$ cat src/rtl/top_memory_access_pkg.sv
// Shared constants for the memory-access stage: opcode bit positions, funct3 codes, FSM states.
package top_memory_access_pkg;

  localparam int OPLEN_DEF = 8;
  localparam int LOAD_BIT  = 0;
  localparam int STORE_BIT = 1;

  localparam logic [2:0] F3_B  = 3'b000;
  localparam logic [2:0] F3_H  = 3'b001;
  localparam logic [2:0] F3_W  = 3'b010;
  localparam logic [2:0] F3_BU = 3'b100;
  localparam logic [2:0] F3_HU = 3'b101;

  typedef enum logic {
    ST_IDLE = 1'b0,
    ST_WAIT = 1'b1
  } mem_state_e;

endpackage

$ cat src/rtl/top_memory_access_mem_align.sv
// Combinational lane logic: store byte enables and data replication, load lane select
// and extension, and the misalignment / undefined-funct3 flag.
module top_memory_access_mem_align
  import top_memory_access_pkg::*;
(
  input  logic        is_store_i,
  input  logic [2:0]  funct3_i,
  input  logic [1:0]  addr_lo_i,
  input  logic [31:0] rs2_i,
  input  logic [31:0] rdata_i,
  output logic [3:0]  be_o,
  output logic [31:0] wdata_o,
  output logic [31:0] load_data_o,
  output logic        misalign_o
);

  logic [31:0] lane;

  always_comb begin
    lane        = rdata_i >> {addr_lo_i, 3'b000};
    be_o        = 4'b0000;
    wdata_o     = '0;
    load_data_o = '0;
    misalign_o  = 1'b0;
    case (funct3_i)
      F3_B: begin
        be_o        = 4'b0001 << addr_lo_i;
        wdata_o     = {4{rs2_i[7:0]}};
        load_data_o = {{24{lane[7]}}, lane[7:0]};
      end
      F3_H: begin
        misalign_o  = addr_lo_i[0];
        be_o        = 4'b0011 << addr_lo_i;
        wdata_o     = {2{rs2_i[15:0]}};
        load_data_o = {{16{lane[15]}}, lane[15:0]};
      end
      F3_W: begin
        misalign_o  = |addr_lo_i;
        be_o        = 4'b1111;
        wdata_o     = rs2_i;
        load_data_o = rdata_i;
      end
      // Unsigned variants exist only for loads.
      F3_BU: begin
        misalign_o  = is_store_i;
        load_data_o = {24'd0, lane[7:0]};
      end
      F3_HU: begin
        misalign_o  = is_store_i | addr_lo_i[0];
        load_data_o = {16'd0, lane[15:0]};
      end
      default: misalign_o = 1'b1;
    endcase
    if (!is_store_i) begin
      be_o = 4'b1111;
    end
  end

endmodule

$ cat src/rtl/top_memory_access.sv
// RV32 memory-access stage: issues one req/ack data-memory transaction per load/store,
// stalls while it is outstanding, and latches the writeback bundle at completion.
module top_memory_access
  import top_memory_access_pkg::*;
#(
  parameter int XLEN        = 32,
  parameter int OPLEN       = OPLEN_DEF,
  parameter int TIMEOUT_CYC = 255
) (
  input  logic             clk,
  input  logic             rst,
  input  logic             phase_memory,
  input  logic [OPLEN-1:0] decoded_op_em,
  input  logic [2:0]       funct_mem_em,
  input  logic [4:0]       rdsel_em,
  input  logic [XLEN-1:0]  next_pc_em,
  input  logic             jump_state_em,
  input  logic [XLEN-1:0]  alu_out_em,
  input  logic [XLEN-1:0]  rs2data_em,
  output logic             dmem_req,
  output logic             dmem_we,
  output logic [XLEN-1:0]  dmem_addr,
  output logic [3:0]       dmem_be,
  output logic [XLEN-1:0]  dmem_wdata,
  input  logic             dmem_ack,
  input  logic [XLEN-1:0]  dmem_rdata,
  output logic [OPLEN-1:0] decoded_op_mw,
  output logic [4:0]       rdsel_mw,
  output logic [XLEN-1:0]  next_pc_mw,
  output logic             jump_state_mw,
  output logic [XLEN-1:0]  alu_out_mw,
  output logic [XLEN-1:0]  load_data_mw,
  output logic             mem_err_mw,
  output logic             stall_memory
);

  typedef struct packed {
    logic [OPLEN-1:0] op;
    logic [4:0]       rd;
    logic [XLEN-1:0]  pc;
    logic             jump;
    logic [XLEN-1:0]  alu;
  } stage_t;

  localparam logic [7:0] CNT_LAST = 8'(TIMEOUT_CYC - 1);

  mem_state_e      state_q, state_d;
  logic [7:0]      cnt_q, cnt_d;
  logic            req_q, req_d;
  logic            we_q, we_d;
  logic [XLEN-1:0] addr_q, addr_d;
  logic [3:0]      be_q, be_d;
  logic [XLEN-1:0] wdata_q, wdata_d;
  stage_t          cap_q, cap_d;
  logic [2:0]      f3_q, f3_d;
  stage_t          mw_q, mw_d;
  logic [XLEN-1:0] load_q, load_d;
  logic            err_q, err_d;

  stage_t          em;
  logic            wait_st, is_store, memop, timeout, start;
  logic            al_store;
  logic [2:0]      al_f3;
  logic [1:0]      al_addr;
  logic [3:0]      al_be;
  logic [31:0]     al_wdata, al_load;
  logic            al_misalign;

  assign em       = {decoded_op_em, rdsel_em, next_pc_em, jump_state_em, alu_out_em};
  assign wait_st  = (state_q == ST_WAIT);
  assign is_store = decoded_op_em[STORE_BIT];
  assign memop    = decoded_op_em[LOAD_BIT] | decoded_op_em[STORE_BIT];

  // While waiting, the aligner decodes the captured instruction so the load result
  // does not depend on the execute latch staying stable.
  assign al_store = wait_st ? cap_q.op[STORE_BIT] : is_store;
  assign al_f3    = wait_st ? f3_q : funct_mem_em;
  assign al_addr  = wait_st ? cap_q.alu[1:0] : alu_out_em[1:0];

  top_memory_access_mem_align u_align (
    .is_store_i  (al_store),
    .funct3_i    (al_f3),
    .addr_lo_i   (al_addr),
    .rs2_i       (rs2data_em),
    .rdata_i     (dmem_rdata),
    .be_o        (al_be),
    .wdata_o     (al_wdata),
    .load_data_o (al_load),
    .misalign_o  (al_misalign)
  );

  assign timeout      = wait_st & ~dmem_ack & (cnt_q == CNT_LAST);
  assign start        = ~wait_st & phase_memory & memop & ~al_misalign;
  assign stall_memory = ~rst & (start | (wait_st & ~dmem_ack & ~timeout));

  always_comb begin
    state_d = state_q;
    cnt_d   = cnt_q;
    req_d   = req_q;
    we_d    = we_q;
    addr_d  = addr_q;
    be_d    = be_q;
    wdata_d = wdata_q;
    cap_d   = cap_q;
    f3_d    = f3_q;
    mw_d    = mw_q;
    load_d  = load_q;
    err_d   = err_q;
    case (state_q)
      ST_IDLE: begin
        if (phase_memory) begin
          if (!memop || al_misalign) begin
            mw_d   = em;
            load_d = '0;
            err_d  = memop;
          end else begin
            state_d = ST_WAIT;
            cnt_d   = '0;
            req_d   = 1'b1;
            we_d    = is_store;
            addr_d  = {alu_out_em[XLEN-1:2], 2'b00};
            be_d    = al_be;
            wdata_d = al_wdata;
            cap_d   = em;
            f3_d    = funct_mem_em;
          end
        end
      end
      ST_WAIT: begin
        if (dmem_ack || timeout) begin
          state_d = ST_IDLE;
          req_d   = 1'b0;
          mw_d    = cap_q;
          err_d   = ~dmem_ack;
          load_d  = (dmem_ack && cap_q.op[LOAD_BIT] && !cap_q.op[STORE_BIT]) ? al_load : '0;
        end else begin
          cnt_d = cnt_q + 8'd1;
        end
      end
      default: state_d = ST_IDLE;
    endcase
  end

  always_ff @(posedge clk) begin
    if (rst) begin
      state_q <= ST_IDLE;
      cnt_q   <= '0;
      req_q   <= 1'b0;
      we_q    <= 1'b0;
      addr_q  <= '0;
      be_q    <= '0;
      wdata_q <= '0;
      cap_q   <= '0;
      f3_q    <= '0;
      mw_q    <= '0;
      load_q  <= '0;
      err_q   <= 1'b0;
    end else begin
      state_q <= state_d;
      cnt_q   <= cnt_d;
      req_q   <= req_d;
      we_q    <= we_d;
      addr_q  <= addr_d;
      be_q    <= be_d;
      wdata_q <= wdata_d;
      cap_q   <= cap_d;
      f3_q    <= f3_d;
      mw_q    <= mw_d;
      load_q  <= load_d;
      err_q   <= err_d;
    end
  end

  assign dmem_req      = req_q;
  assign dmem_we       = we_q;
  assign dmem_addr     = addr_q;
  assign dmem_be       = be_q;
  assign dmem_wdata    = wdata_q;
  assign decoded_op_mw = mw_q.op;
  assign rdsel_mw      = mw_q.rd;
  assign next_pc_mw    = mw_q.pc;
  assign jump_state_mw = mw_q.jump;
  assign alu_out_mw    = mw_q.alu;
  assign load_data_mw  = load_q;
  assign mem_err_mw    = err_q;

endmodule

$ cat config.mk
export PLATFORM = sky130hd
export DESIGN_NAME = top_memory_access
export DESIGN_NICKNAME = d
export VERILOG_FILES = /design/src/rtl/top_memory_access_pkg.sv /design/src/rtl/top_memory_access_mem_align.sv /design/src/rtl/top_memory_access.sv
export SDC_FILE = /design/constraint.sdc
export NUM_CORES = 1
export LEC_CHECK = 0
export BUFFER_PORTS_ARGS = -buffer_cell sky130_fd_sc_hd__buf_2
export CORE_ASPECT_RATIO = 1.5
export CORE_MARGIN = 2
export CORE_UTILIZATION = 40
export DETAILED_ROUTE_END_ITERATION = 10
export PLACE_DENSITY = 0.68
export SLEW_MARGIN = 10
export SYNTH_ARGS = -nofsm -noshare
export SYNTH_HDL_FRONTEND = slang
export SYNTH_SLANG_ARGS = --single-unit
$ cat constraint.sdc
create_clock -name clk -period 1.9 [get_ports clk]
set_input_delay 0.285 -clock clk [delete_from_list [all_inputs] [get_ports clk]]
set_output_delay 0.285 -clock clk [all_outputs]
set_load 0.02 [all_outputs]
==> key figures <==
Routing
  – Via count: between 10000 and 15000
  – Routed Antenna Nets: 0
  – WL per Instance: around 20 um
  – First-pass DRT Iterations: 5
  – DRC viols: 0
  – Via-per-instance ratio: 5.58
  – Iteration-0 DRC Markers: between 600 and 700
  – Post-Route WL: around 38 mm

Setup path
  – Critical Path End Type: output pin
  – Reg2Reg Depth: 11
  – Data arrival, critical path: between 1.5 and 2 ns
  – Req. time, crit path: 1.62 ns
  – R2r setup slk: -0.30 ns
  – Critical path startpoint category: flip-flop
  – Maximum fanout along the worst path: 4
  – WS Path Type: flip-flop to output pin

STA
  – Setup tns final: -43.45 ns
  – Final hold viol count: 0
  – Skew final: ~0.0086 ns
  – Post-route setup slack: -0.347 ns
  – Min cycle time layout: approximately 2.2 ns
  – Final period util: 118%
  – Fin Hold WS: ~0.014 ns
  – Max transition margin: a little under three fifths
  – Worst-Margin Slew: ~0.67 ns
  – Max-slew violations: 0
  – Fmax: roughly 450 MHz
  – Unrepaired setup endpoints after global routing: true
  – Final setup viols: 234

Yosys
  – Flops & latches, synth: around 240
  – Number of synthesized flops with an enable pin: 0
  – Post-synth ARST share: 0%
  – Avg Inst Size Synth: around 9.2 um2
  – Synthesized instance count: 1100
  – Count of cell types in the netlist: 67
  – Synth Flop Type: dfxtp_1
  – Seq/Total Area, Yosys: roughly 47%
  – Yosys Warn Count: 0
  – Synthesized area: between 0.01 and 0.015 mm2

Final layout
  – P&R area growth vs syn: 53.5%
  – Fill count: slightly above 2000
  – Layout Nets: about 1700
  – N_diodes: 0
  – Register Area: between 0.004 and 0.005 mm2
  – Share of cells above drive strength 1: 43.3%
  – Multi-input logic area: approximately 0.0053 mm2

Global route
  – Gr ovfl total: 0
  – Largest net degree at the start of global routing: 72
  – Via count of the first global-routing pass: about 9700
  – First-pass GRT wire length: ~50 mm
  – Global Route Usage Sum: 24.0%
  – Antenna violations before repair: 0

Floorplanning
  – Core footprint: approximately 0.025 mm2
  – Chip width: ~130 um
  – Initial Util: between 40% and 50%
  – Die height: between 150 and 200 um
  – I/O pins: 331
  – FP Rows: 71
  – Die Area: 0.0267 mm2

Worst hold path
  – Hold path depth: 2
  – Worst hold path class: input port to flip-flop

Clock network
  – Sink Count: 238
  – Clock transition at path regs: approximately 0.070 ns
  – CTS Buffer Depth: 3
  – CTS tree: done
  – Num CTS Buffers: 23
  – Worst skew pair latency: ~0.51 ns
  – CTS HTree Levels: 1
  – Root Buffer: clkbuf_16

Pwr
  – Total power: 12600 uW
  – Pwr dens: around 810 mW/mm2
  – Leakage: between 0.007 and 0.008 uW
  – VDD IR max: between 0.6 and 0.7 mV

Place
  – DP Worst Slack: -0.183 ns
  – HPWL after detailed placement: approximately 22 mm
  – Port buffer count: around 330
  – Routability congestion estimate: 0.882

Status
  – Failing checks: setup timing
  – Status: finished with violations

Flow run
  – Max cap viols: 0
-- cell type report --
type,count,area share (%)
Sequential cell,238,30.6
Clock buffer,34,4.34
Inverter,5,0.144
Multi-Input combinational cell,737,33.9
Clock inverter,8,0.617
Timing Repair Buffer,519,27.8
Tap cell,328,2.63
-- cells in the final DEF, fill, tap and decap left out, types with 5 or more instances in the layout --
cell	count
nor2_1	45
clkbuf_8	6
mux2i_1	15
a211oi_1	14
clkbuf_1	5
nand2_1	171
a211o_1	8
dfxtp_1	235
and2_1	76
buf_12	34
nor3_2	9
a211oi_2	17
nand3_2	22
o2bb2ai_1	14
clkbuf_16	42
buf_6	25
buf_16	13
buf_8	7
a22o_1	9
buf_2	326
a22oi_1	14
nor3_1	17
a32oi_2	11
nor2_2	6
o21ai_1	6
a21oi_1	87
nand3_1	6
dlygate4sd3_1	15
buf_4	77
a221o_1	76
a21o_1	8
-- report_power, final --
group | internal [uW] | leakage (uW) | switching, uW
Clock | 2740 | 0.000381 | 1970
Sequential | 5230 | 0.00194 | 139
Combinational | 1170 | 0.00476 | 1340
Total | 9140 | 0.00708 | 3460
-- path summary, 6_finish.rpt --
kind | start | endpoint
setup reg to reg | state_q | next_pc_mw[5]
setup / recovery | state_q | stall_memory
hold reg to reg | cap_q[55] | cap_q[55]
hold / removal | rdsel_em[1] | rdsel_mw[1]
-- per-stage QoR --
| stage | instances | area, um2 | util [%] |
|---|---|---|---|
| 4_1_cts | 1828 | 14500 | 58.0 |
| 3_5_place_dp | 1724 | 12500 | 49.8 |
| 5_1_grt | 1869 | 15600 | 62.3 |
| 3_3_place_gp | 1724 | 12500 | 49.8 |
| 6_report | 1869 | 15600 | 62.3 |
| 2_1_floorplan | 1101 | 10200 | - |
-- critical path: stages, from the launching register on --
cell     delay, ns
dfxtp_4       0.37
buf_12        0.13
mux2_4        0.32
nor2_1        0.12
buf_4         0.14
o21ai_4       0.08
a21oi_4       0.14
buf_6         0.14
-- flip-flops by register name (all words and copies together) (netlist names) --
signal,count
f3_q,3
alu_out_mw,32
cap_q,78
dmem_req,1
decoded_op_mw,8
jump_state_mw,1
next_pc_mw,32
cnt_q,8
rdsel_mw,5
state_q,1
dmem_be,4
mem_err_mw,1
load_data_mw,32
dmem_wdata,32
-- cell usage after synthesis (3+ instances only) --
cell type  count  area [um2]
dfxtp_1      238        4760
nand2_1      176         661
a21oi_1       91         455
a221o_1       76         761
and2_1        76         475
nor2_1        51         191
clkbuf_1      37         139
buf_4         36         270
a211oi_1      34         255
buf_2         28         140
nor3_1        27         135
mux2i_1       20         200
buf_6         18         203
nand3_1       17        85.1
a22oi_1       16         120
a32oi_1       16         140
o2bb2ai_1     14         123
nand3_2       11         110
a22o_1         9        78.8
o21ai_1        9        45.0
a211o_1        8        70.1
a21o_1         8        60.1
nand2b_1       5        31.3
nor2b_1        4        25.0
nor3b_1        4        30.0
o21a_1         4        30.0
a41oi_1        3        26.3
and3_1         3        18.8
and3b_1        3        26.3
inv_1          3        11.3
nand3b_1       3        22.5
nand4_1        3        18.8
o21ai_0        3        15.0
o32ai_1        3        26.3
-- repair_timing --
| action | CTS | global route |
|---|---|---|
| cloned | 15 | 26 |
| hold buffers | 14 | 1 |
| pin swaps | 89 | 71 |
| endpoints found under the hold margin | 14 | 1 |
| resized for setup | 100 | 91 |
| endpoints found under the setup margin | 233 | 234 |
| setup buffers | 33 | 24 |
-- cell families (layout without fill, tap and decap cells) --
| group | Yosys count | after routing | synth area share (%) |
|---|---|---|---|
| buffers and inverters | 127 | 566 | 7.72 |
| AOI/OAI and AO/OA | 318 | 319 | 24.0 |
| adders and majority gates | 2 | 2 | 0.246 |
| and+or+nand+nor | 393 | 393 | 19.1 |
| muxes | 21 | 21 | 2.08 |
| DFF | 238 | 238 | 46.9 |
| other | 1 | 2 | 0.0369 |
-- routing by layer --
layer / vias to the layer above / GRT usage (%) / routed length, um
li1: 4827 / - / -
met1: 5068 / 27.9 / 14400
met2: 413 / 44.1 / 19600
met3: 118 / 3.68 / 2040
met4: 0 / 8.97 / 1640
met5: - / 0 / 0
Note: power is estimated with default switching activity, not from simulation.
